**src/rtl/fetch_pkg.sv**
```systemverilog
// Shared definitions for the instruction fetch controller.
//   fetch_state_e : fetch sequencer states (BOOT bubble, RUN, TRAP)
//   ILEN16/ILEN32 : PC step, in bytes, for compressed and full-width instructions
//   is_compressed : classifies an instruction from its two low opcode bits
package fetch_pkg;

    typedef enum logic [1:0] {
        BOOT = 2'd0,
        RUN  = 2'd1,
        TRAP = 2'd2
    } fetch_state_e;

    localparam int ILEN16 = 2;
    localparam int ILEN32 = 4;

    // RVC encodings use every low-bit pattern except 2'b11.
    function automatic logic is_compressed(input logic [1:0] opcode_low);
        return opcode_low != 2'b11;
    endfunction

endpackage

```
**src/rtl/fetch_pc_next.sv**
```systemverilog
// Combinational next-PC selection for the fetch controller.
// Priority: redirect, then sequential advance (+2 or +4), else hold.
// Ports:
//   pc             in  WIDTH  current program counter
//   redirect_valid in  1      redirect requested this cycle
//   redirect_pc    in  WIDTH  redirect target
//   advance        in  1      a non-fault instruction is being loaded
//   compressed     in  1      the loaded instruction is 16-bit
//   pc_next        out WIDTH  value for the PC register at the next edge
module fetch_pc_next
    import fetch_pkg::*;
#(
    parameter int WIDTH = 32
) (
    input  logic [WIDTH-1:0] pc,
    input  logic             redirect_valid,
    input  logic [WIDTH-1:0] redirect_pc,
    input  logic             advance,
    input  logic             compressed,
    output logic [WIDTH-1:0] pc_next
);

    localparam logic [WIDTH-1:0] STEP16 = WIDTH'(ILEN16);
    localparam logic [WIDTH-1:0] STEP32 = WIDTH'(ILEN32);

    always_comb begin
        pc_next = pc;
        if (redirect_valid) begin
            pc_next = redirect_pc;
        end else if (advance) begin
            // Wraps modulo 2^WIDTH by construction.
            pc_next = pc + (compressed ? STEP16 : STEP32);
        end
    end

endmodule

```
**src/rtl/imem_fetch_ctrl.sv**
```systemverilog
// Instruction fetch controller in front of a combinational IMEM.
// Owns the PC, classifies each fetched window as RVC or 32-bit, and hands
// one instruction (or fetch fault) per valid/ready handshake to decode.
// Ports:
//   clk, rst_n       clock; synchronous active-low reset
//   imem_addr        out  byte address to IMEM (the PC register)
//   imem_instr       in   32-bit window at imem_addr
//   imem_misalign    in   odd-address flag from IMEM
//   redirect_valid   in   branch/jump/trap redirect this cycle
//   redirect_pc      in   redirect target
//   if_valid/if_ready     handshake toward decode
//   if_instr         out  instruction (upper half zero for RVC, zero on fault)
//   if_pc            out  PC of if_instr
//   if_compressed    out  if_instr is 16-bit
//   if_fault         out  misaligned or out-of-range fetch
//   fetch_count      out  accepted non-fault instructions, wrapping
module imem_fetch_ctrl
    import fetch_pkg::*;
#(
    parameter int               WIDTH      = 32,
    parameter logic [WIDTH-1:0] RESET_PC   = '0,
    parameter int               IMEM_BYTES = 1024
) (
    input  logic             clk,
    input  logic             rst_n,
    output logic [WIDTH-1:0] imem_addr,
    input  logic [WIDTH-1:0] imem_instr,
    input  logic             imem_misalign,
    input  logic             redirect_valid,
    input  logic [WIDTH-1:0] redirect_pc,
    output logic             if_valid,
    input  logic             if_ready,
    output logic [WIDTH-1:0] if_instr,
    output logic [WIDTH-1:0] if_pc,
    output logic             if_compressed,
    output logic             if_fault,
    output logic [31:0]      fetch_count
);

    fetch_state_e     state_reg, state_next;
    logic [WIDTH-1:0] pc_reg, pc_next;
    logic             if_valid_reg, if_valid_next;
    logic [WIDTH-1:0] if_instr_reg, if_instr_next;
    logic [WIDTH-1:0] if_pc_reg, if_pc_next;
    logic             if_compressed_reg, if_compressed_next;
    logic             if_fault_reg, if_fault_next;
    logic [31:0]      fetch_count_reg, fetch_count_next;

    logic             fetch_compressed;
    logic             fetch_out_of_range;
    logic             fetch_fault;
    logic             load;
    logic             handshake;

    // One extra bit so the range compare cannot wrap near the top of memory.
    logic [WIDTH:0]   pc_ext;
    localparam logic [WIDTH:0] LIMIT = (WIDTH+1)'(IMEM_BYTES);

    assign imem_addr        = pc_reg;
    assign fetch_compressed = is_compressed(imem_instr[1:0]);
    assign pc_ext           = {1'b0, pc_reg};

    // A 32-bit fetch needs its upper halfword inside memory as well.
    assign fetch_out_of_range = fetch_compressed ? (pc_ext >= LIMIT)
                                                 : (pc_ext + (WIDTH+1)'(2) >= LIMIT);
    assign fetch_fault = imem_misalign || fetch_out_of_range;

    assign handshake = if_valid_reg && if_ready;
    assign load      = (state_reg == RUN) && (!if_valid_reg || if_ready);

    fetch_pc_next #(
        .WIDTH (WIDTH)
    ) u_pc_next (
        .pc             (pc_reg),
        .redirect_valid (redirect_valid),
        .redirect_pc    (redirect_pc),
        .advance        (load && !fetch_fault),
        .compressed     (fetch_compressed),
        .pc_next        (pc_next)
    );

    always_comb begin
        state_next         = state_reg;
        if_valid_next      = if_valid_reg;
        if_instr_next      = if_instr_reg;
        if_pc_next         = if_pc_reg;
        if_compressed_next = if_compressed_reg;
        if_fault_next      = if_fault_reg;
        // A handshake counts even when a redirect flushes in the same cycle.
        fetch_count_next   = fetch_count_reg
                           + ((handshake && !if_fault_reg) ? 32'd1 : 32'd0);

        case (state_reg)
            BOOT: begin
                state_next = RUN;
            end
            RUN: begin
                if (load) begin
                    if_valid_next = 1'b1;
                    if_pc_next    = pc_reg;
                    if (fetch_fault) begin
                        if_fault_next      = 1'b1;
                        if_instr_next      = '0;
                        if_compressed_next = 1'b0;
                        state_next         = TRAP;
                    end else begin
                        if_fault_next      = 1'b0;
                        if_compressed_next = fetch_compressed;
                        if_instr_next      = fetch_compressed
                                           ? {{(WIDTH-16){1'b0}}, imem_instr[15:0]}
                                           : imem_instr;
                    end
                end
            end
            TRAP: begin
                // Fault remains presented until decode takes it; then idle.
                if (handshake) begin
                    if_valid_next = 1'b0;
                end
            end
            default: begin
                state_next = BOOT;
            end
        endcase

        // Redirect flushes whatever is held or arriving. In BOOT only the PC
        // is taken (by the next-PC mux) and the boot bubble still happens.
        if (redirect_valid && state_reg != BOOT) begin
            if_valid_next = 1'b0;
            if_fault_next = 1'b0;
            state_next    = RUN;
        end
    end

    always_ff @(posedge clk) begin
        if (!rst_n) begin
            state_reg         <= BOOT;
            pc_reg            <= RESET_PC;
            if_valid_reg      <= 1'b0;
            if_instr_reg      <= '0;
            if_pc_reg         <= '0;
            if_compressed_reg <= 1'b0;
            if_fault_reg      <= 1'b0;
            fetch_count_reg   <= '0;
        end else begin
            state_reg         <= state_next;
            pc_reg            <= pc_next;
            if_valid_reg      <= if_valid_next;
            if_instr_reg      <= if_instr_next;
            if_pc_reg         <= if_pc_next;
            if_compressed_reg <= if_compressed_next;
            if_fault_reg      <= if_fault_next;
            fetch_count_reg   <= fetch_count_next;
        end
    end

    assign if_valid      = if_valid_reg;
    assign if_instr      = if_instr_reg;
    assign if_pc         = if_pc_reg;
    assign if_compressed = if_compressed_reg;
    assign if_fault      = if_fault_reg;
    assign fetch_count   = fetch_count_reg;

endmodule

```
**config.mk**
```make
export PLATFORM = sky130hd
export DESIGN_NAME = imem_fetch_ctrl
export DESIGN_NICKNAME = d
export VERILOG_FILES = /design/src/rtl/fetch_pkg.sv /design/src/rtl/fetch_pc_next.sv /design/src/rtl/imem_fetch_ctrl.sv
export SDC_FILE = /design/constraint.sdc
export NUM_CORES = 1
export LEC_CHECK = 0
export CELL_PAD_IN_SITES_DETAIL_PLACEMENT = 1
export CELL_PAD_IN_SITES_GLOBAL_PLACEMENT = 1
export CORE_MARGIN = 3
export CORE_UTILIZATION = 36
export DETAILED_ROUTE_END_ITERATION = 10
export PLACE_DENSITY_LB_ADDON = 0.12
export SETUP_SLACK_MARGIN = 0.5
export SYNTH_ARGS = -nofsm -noshare
export SYNTH_HDL_FRONTEND = slang
export SYNTH_SLANG_ARGS = --single-unit
export TNS_END_PERCENT = 50
```
**constraint.sdc**
```tcl
create_clock -name clk -period 5.7 [get_ports clk]
set_input_delay 0.57 -clock clk [delete_from_list [all_inputs] [get_ports clk]]
set_output_delay 0.57 -clock clk [all_outputs]
set_load 0.03 [all_outputs]
```
==> impl_summary.txt, run 1 <==
----------------------------------------------------
[CTS]
  TritonCTS clock tree ... done
  Resized Gates After CTS ... 0
  CTS buffer count ... 17
  Max Root-Sink Buffers ... 2
  Maximum level of the CTS H-tree ... 4
  Number of clock sinks seen by CTS ... 133
  CTS Hold Buffers Added ... 0
  Clock Latency Late Sink ... 0.42 ns
  CTS clk-pin slew, worst paths ... 0.06 ns
  Count of buffers added by post-CTS timing repair for setup ... 0
  CTS Root Buffer Type ... clkbuf_16

[Critical path]
  Startpoint-to-endpoint class of the critical path ... reg2reg
  Maximum fanout encountered on the critical timing path ... 23
  Worst Setup End Kind ... register
  Crit start category ... register
  Critical path origin ... imem_addr[18]
  Critical path data required time ... 6.03 ns
  Startpoint of the most critical register-to-register path ... imem_addr[18]
  Data arrival time of the critical path ... 3.59 ns

[STA]
  Actual transition at the worst max-transition pin ... 0.991 ns
  Setup repair after global routing missed its margin ... false
  Tightest slew margin relative to the limit ... 33.9%
  Total Neg Setup Slack ... 0 ns
  Share of the clock period used by the worst path ... 57.2%
  Fin crit period ... 3.26 ns
  Worst clock skew ... 0.00974 ns
  Final count of hold timing violations ... 0
  Fmax ... 307 MHz
  Hold_ws ... 0.467 ns
  Total count of max-transition violations in the final report ... 0
  Setup-failing EPs final ... 0

[Layout]
  Number of nets in the layout ... 899
  Share of cells above drive strength 1 ... 5.13%
  Antenna Diode Count ... 0
  Register cell area after layout ... 2660 sq um
  Final Instance Count excl. Fillers ... 1054
  Post-Layout Inst Area ... 8590 sq um
  Filler cell count ... 1798
  Area growth from synthesis to layout ... 44.9%
  Multi-input gate area ... 3040 sq um

[Synthesis]
  Share of the yosys chip area belonging to registers ... 44.9%
  Flip-flop cell with the highest count after synthesis ... dfxtp_1
  Share of flip-flops with an asynchronous set or reset after synthesis ... 0%
  Post-synth EDFFs ... 0
  Cell area after synthesis ... 5930 sq um
  Warning count from the yosys run ... 0
  Leading cell types by total area after synthesis ... dfxtp_1 45%, nand2_1 5.4%, a21boi_0 4.7%, nor2b_1 4.4%, mux2i_1 4.1%
  Netlist cell types ... 53
  Cell accounting for the most synthesized area ... dfxtp_1
  Synth top area share ... 44.9%
  Nets in the synthesized netlist ... 725
  Total of flip-flops plus latches after synthesis ... 133
  Most frequently used cell type in the post-synthesis netlist ... dfxtp_1
  Per-instance average area after synthesis ... 9.10 sq um
  Mapped Cells ... 651
  Most numerous cell types in the synthesized netlist ... 133 x dfxtp_1, 86 x nand2_1, 42 x nor2b_1

[Pwr]
  Net switching power ... 598 uW
  Relative contribution of the clock network to total power ... 45.6%
  Worst vdd ir ... 200 uV
  Power share of the combinational group ... 12.1%
  Switching share of power ... 25.3%
  Int Pwr ... 1.76 mW
  Leak pwr ... 3.02 nW
  Seq pwr share ... 42.2%
  PD cells ... 275 nW/um^2

[Global route]
  First-pass GRT wire length ... 29800 um
  Initial antenna violation count ... 0
  GR Util All Layers ... 20.4%
  Pin count of the biggest net entering global routing ... 122
  Vias in the first global route ... 5896
  Global route overflow ... 0

[Floorplan]
  Standard cell core area ... 16000 sq um
  Width of the chip ... 134 um
  Ports placed on the boundary ... 200
  Chip Height ... 134 um
  Number of core rows ... 46
  Die Area ... 18000 sq um
  Initial core utilization ... 37.0%

[Detailed routing]
  Number of detailed-routing iterations run before antenna repair ... 4
  # DRC ... 0
  Initial DRC Count ... 242
  Number of vias in the routed layout ... 5504
  Post-route ant nets ... 0
  Per-cell routed wire length ... 17.5 um
  Via-per-instance ratio ... 5.22
  Total routed wirelength ... 18400 um

[Place]
  Detailed Place HPWL ... 12800 um
  Final RePlAce weighted congestion ... 0.832
  Cell Count Post-Placement ... 1022
  Placed Instance Area ... 8010 sq um
  Port Buffer Count ... 199

[Outcome]
  Run status ... finished, final reports clean

[Min path]
  Hold wc startpoint ... if_instr[18]
  Worst hold path type ... reg2reg

[Run]
  Number of max-cap violations ... 0

----------------------------------------------------
-- final timing paths --
| check | slack [ns] | end | cells after the start |
|---|---|---|---|
| setup / recovery | 2.44 | imem_addr[4] | 8 |
| hold / removal | 0.47 | if_instr[18] | 1 |
| setup reg to reg | 2.44 | imem_addr[4] | 8 |
| hold reg to reg | 0.47 | if_instr[18] | 1 |
-- worst max-delay path, cell delays in order (launching register included) --
cell and delay (ns):
dfxtp_1 0.55, nand4_1 0.16, nor4_1 0.50, nand2_1 0.15, o41ai_1 0.43, o211a_1 0.26
a41o_1 0.78, nand4_1 0.18, o211ai_1 0.17
-- power by group through the flow --
stage	Sequential [mW]	Clock (mW)	Combinational [mW]
finish	0.998	1.08	0.287
floorplan	1.05	0	0.117
global placement	1.02	0	0.281
CTS	0.998	1.10	0.291
global route	1.00	1.15	0.310
detailed placement	1.02	0	0.289
-- routing by layer --
layer  GRT usage [%]  part of all wire [%]  vias to the layer above  wire [um]
met5               0                     0                        -          0
li1                -                     -                     2652          -
met4            7.52                   1.5                        0        274
met3            5.55                   5.1                       20        941
met1            24.2                    43                     2695       7980
met2            35.4                    50                      137       9250
-- cells by family (layout without fill, tap and decap cells) --
| group | after synthesis | after routing | share of synthesized area, % |
|---|---|---|---|
| compound gates | 120 | 120 | 15.3 |
| xor+xnor | 33 | 33 | 4.88 |
| fa+ha+maj | 5 | 5 | 1.18 |
| buf+inv | 56 | 243 | 3.88 |
| flops | 133 | 133 | 44.9 |
| mux | 25 | 25 | 4.24 |
| simple gates | 279 | 279 | 25.6 |
-- placed cells by master (no fill, tap or decap), types with 16 or more instances in the layout --
| cell | n |
|---|---|
| a21boi_0 | 37 |
| nor2b_1 | 42 |
| a22oi_1 | 16 |
| nand2_1 | 86 |
| dfxtp_1 | 133 |
| xnor2_1 | 26 |
| nor2_1 | 18 |
| clkdlybuf4s50_1 | 197 |
| nand3_1 | 31 |
| a32o_1 | 16 |
| and2_1 | 31 |
| mux2i_1 | 24 |
| clkbuf_16 | 17 |
| o21ai_0 | 16 |
-- through the flow --
stage / setup slack (ns) / util, % / power (mW)
6_report: 2.44 / 53.7 / 2.36
5_1_grt: 2.07 / 53.7 / 2.46
4_1_cts: 2.46 / 53.7 / 2.39
3_5_place_dp: 2.23 / 50.1 / 1.31
3_3_place_gp: 2.40 / 50.1 / 1.30
2_1_floorplan: 2.98 / - / 1.17
-- final cells by class --
type	count	share of cell area [%]
timing repair buffer	201	23.3
clock inverter	8	1.14
sequential	133	31.0
tap	216	3.15
multi-input combinational	462	35.4
clock buffer	24	5.61
inverter	10	0.437
Note: power is estimated with default switching activity, not from simulation.
==> run 2: changes to the inputs <==
--- a/config.mk
+++ b/config.mk
@@ -8,7 +8,7 @@
 export CELL_PAD_IN_SITES_DETAIL_PLACEMENT = 1
 export CELL_PAD_IN_SITES_GLOBAL_PLACEMENT = 1
 export CORE_MARGIN = 3
-export CORE_UTILIZATION = 36
+export CORE_UTILIZATION = 30
 export DETAILED_ROUTE_END_ITERATION = 10
 export PLACE_DENSITY_LB_ADDON = 0.12
 export SETUP_SLACK_MARGIN = 0.5
==> constraint.sdc (replaced) <==
create_clock -name clk -period 2.85 [get_ports clk]
set_input_delay 0.285 -clock clk [delete_from_list [all_inputs] [get_ports clk]]
set_output_delay 0.285 -clock clk [all_outputs]
set_load 0.03 [all_outputs]
==> run 2 against run 1 <==
  * Final cell count increased by 9.7%
  * Combinational power increased by 140%
  * First-iteration DRC count decreased by 30%
  * Flip-flop and latch count unchanged
==> impl_summary.txt, run 2 (synthesis results as in run 1) <==
----------------------------------------------------
[Critical path]
  R2R setup slack ... 0.17 ns (-2.27 ns)
  Worst setup endpoint ... imem_addr[7]
  Startpoint-to-endpoint class of the critical path ... reg2reg
  Critical register-to-register path endpoint ... imem_addr[7]
  Critical path data required time ... 3.15 ns (-2.88 ns)
  Critical path origin ... imem_addr[3]
  Startpoint of the most critical register-to-register path ... imem_addr[3]
  Maximum fanout encountered on the critical timing path ... 8 (-65%)
  R2R depth ... 10 (+2)
  Worst Setup End Kind ... register
  Data arrival time of the critical path ... 2.98 ns (-0.61 ns)
  Crit start category ... register

[CTS]
  CTS clk-pin slew, worst paths ... 0.06 ns (about the same)
  Max Root-Sink Buffers ... 2 (unchanged)
  CTS buffer count ... 17 (unchanged)
  Maximum level of the CTS H-tree ... 4 (unchanged)
  TritonCTS clock tree ... done
  CTS Root Buffer Type ... clkbuf_16
  Clock Latency Late Sink ... 0.42 ns (about the same)
  Number of clock sinks seen by CTS ... 133 (unchanged)

[Layout]
  Commonest cells after routing, fill and taps aside ... 197 x clkdlybuf4s50_1, 106 x dfxtp_1, 85 x nand2_1
  Antenna Diode Count ... 0 (unchanged)
  Final Instance Count excl. Fillers ... 1156 (+9.7%)
  Commonest non-fill, non-tap cell in the layout ... clkdlybuf4s50_1
  Area growth from synthesis to layout ... 63.5%
  Share of cells above drive strength 1 ... 20.4% (+15 points)
  Number of nets in the layout ... 958 (+6.6%)

[STA]
  Total count of max-transition violations in the final report ... 0 (unchanged)
  Setup repair after global routing missed its margin ... true
  Share of the clock period used by the worst path ... 94.0% (+37 points)
  Final count of hold timing violations ... 0 (unchanged)
  Hold_ws ... 0.403 ns (-0.0640 ns)
  Fin crit period ... 2.68 ns (-0.582 ns)
  Total Neg Setup Slack ... 0 ns (unchanged)
  Worst clock skew ... 0.00957 ns (-0.000166 ns)
  Tightest slew margin relative to the limit ... 55.4% (+21 points)
  Actual transition at the worst max-transition pin ... 0.669 ns (-0.321 ns)
  Setup-failing EPs final ... 0 (unchanged)
  Fmax ... 373 MHz (+22%)

[Detailed routing]
  Per-cell routed wire length ... 18.3 um (+4.4%)
  # DRC ... 0 (unchanged)
  Total routed wirelength ... 21100 um (+15%)
  Number of vias in the routed layout ... 5793 (+5.3%)
  Initial DRC Count ... 170 (-30%)
  Post-route ant nets ... 0 (unchanged)
  Number of detailed-routing iterations run before antenna repair ... 4 (unchanged)
  Via-per-instance ratio ... 5.01 (-4.0%)

[Global route]
  Global route overflow ... 0 (unchanged)
  First-pass GRT wire length ... 33700 um (+13%)
  GR Util All Layers ... 19.3% (-1.1 points)
  Initial antenna violation count ... 0 (unchanged)
  Pin count of the biggest net entering global routing ... 67 (-45%)
  Vias in the first global route ... 6261 (+6.2%)

[Pwr]
  Switching share of power ... 25.8% (+0.47 points)
  Net switching power ... 1.33 mW (+120%)
  Leak pwr ... 3.52 nW (+17%)
  PD cells ... 534 nW/um^2 (+94%)
  Worst vdd ir ... 419 uV (+110%)
  Power share of the combinational group ... 13.5% (+1.4 points)
  Relative contribution of the clock network to total power ... 48.2% (+2.6 points)
  Int Pwr ... 3.84 mW (+120%)
  Seq pwr share ... 38.3% (-3.9 points)

[Floorplan]
  Standard cell core area ... 19100 sq um (+19%)
  Number of core rows ... 50 (+8.7%)
  Initial core utilization ... 31.1% (-6.0 points)
  Die Area ... 21500 sq um (+19%)
  Width of the chip ... 147 um (+9.1%)
  Ports placed on the boundary ... 200 (unchanged)
  Chip Height ... 147 um (+9.1%)

[Place]
  Port Buffer Count ... 199 (unchanged)
  Cell Count Post-Placement ... 1080 (+5.7%)
  Final RePlAce weighted congestion ... 0.778 (-6.5%)
  Detailed Place HPWL ... 14300 um (+12%)

[Run]
  Number of max-cap violations ... 0 (unchanged)

[Min path]
  Number of instances on the worst hold path ... 2 (+1)
  Worst hold path type ... in2reg

[Outcome]
  Run status ... finished, final reports clean

----------------------------------------------------
-- run 2: cell types whose count changed in the layout (fill, tap and decap cells not counted), moves of 4 or more --
| cell | delta |
|---|---|
| nand3_1 | -5 |
| dfxtp_4 | +20 |
| dfxtp_2 | +7 |
| buf_4 | +50 |
| nor4_1 | -8 |
| clkbuf_1 | -4 |
| buf_6 | +6 |
| clkinv_2 | -4 |
| dfxtp_1 | -27 |
| nor4_4 | +6 |
| a22oi_2 | +16 |
| a22oi_1 | -16 |
-- run 2: critical path: stages (launching register included) --
cell and delay (ns):
dfxtp_4 0.40, nand3_4 0.08, or3_4 0.45, buf_6 0.15, nor4_4 0.17, mux2_4 0.34, o211a_4 0.17, a31oi_4 0.30
buf_4 0.18, nor4_2 0.04, o311a_1 0.29
-- run 2: layout make-up --
type,count,area (sq um)
clock inverters,13,219
multi-input cells,462,3400
clock buffers,18,450
fillers,2096,9390
inverters,10,37.5
well taps,260,325
flip-flops and latches,133,2750
repair buffers,260,2510
-- run 2: through the flow --
stage | utilization [%] | worst slack [ns] | area, sq um | total power [mW]
floorplan | - | 0.417 | 6070 | 2.34
global placement | 43.4 | 0.125 | 8280 | 2.63
detailed placement | 43.4 | 0.0479 | 8280 | 2.64
CTS | 49.7 | 0.301 | 9480 | 5.21
global route | 50.8 | 0.0934 | 9690 | 5.39
finish | 50.8 | 0.170 | 9690 | 5.17
-- run 2: layer usage --
| metal | track usage, % | wire length [um] | vias up |
|---|---|---|---|
| met5 | 0 | 0 | - |
| met4 | 4.84 | 348 | 0 |
| met3 | 5.83 | 1020 | 26 |
| met2 | 33.7 | 10600 | 141 |
| met1 | 23.3 | 9110 | 2855 |
| li1 | - | - | 2771 |
-- run 2: power by group through the flow --
stage          Clock [mW]  Combinational (mW)  Sequential, mW
3_5_place_dp            0               0.610            2.03
6_report             2.49               0.698            1.98
5_1_grt              2.65               0.748            1.99
2_1_floorplan           0               0.240            2.10
3_3_place_gp            0               0.595            2.03
4_1_cts              2.55               0.681            1.98
-- run 2: worst min-delay path by stage --
stage | start | end | slack [ns]
after floorplan | if_ready | if_valid | 0.40
after global placement | if_instr[16] | if_instr[16] | 0.45
after detailed placement | if_instr[16] | if_instr[16] | 0.45
after CTS | redirect_valid | imem_addr[2] | 0.38
after global routing | redirect_valid | imem_addr[2] | 0.43
final | rst_n | imem_addr[7] | 0.40
-- run 2: repair_timing --
action | in CTS | in global routing
gates cloned | 1 | 0
setup endpoints to repair | 47 | 59
hold buffers | 0 | 0
hold endpoints to repair | 0 | 0
pin swaps | 15 | 11
setup buffers | 33 | 11
gates resized for setup | 49 | 25
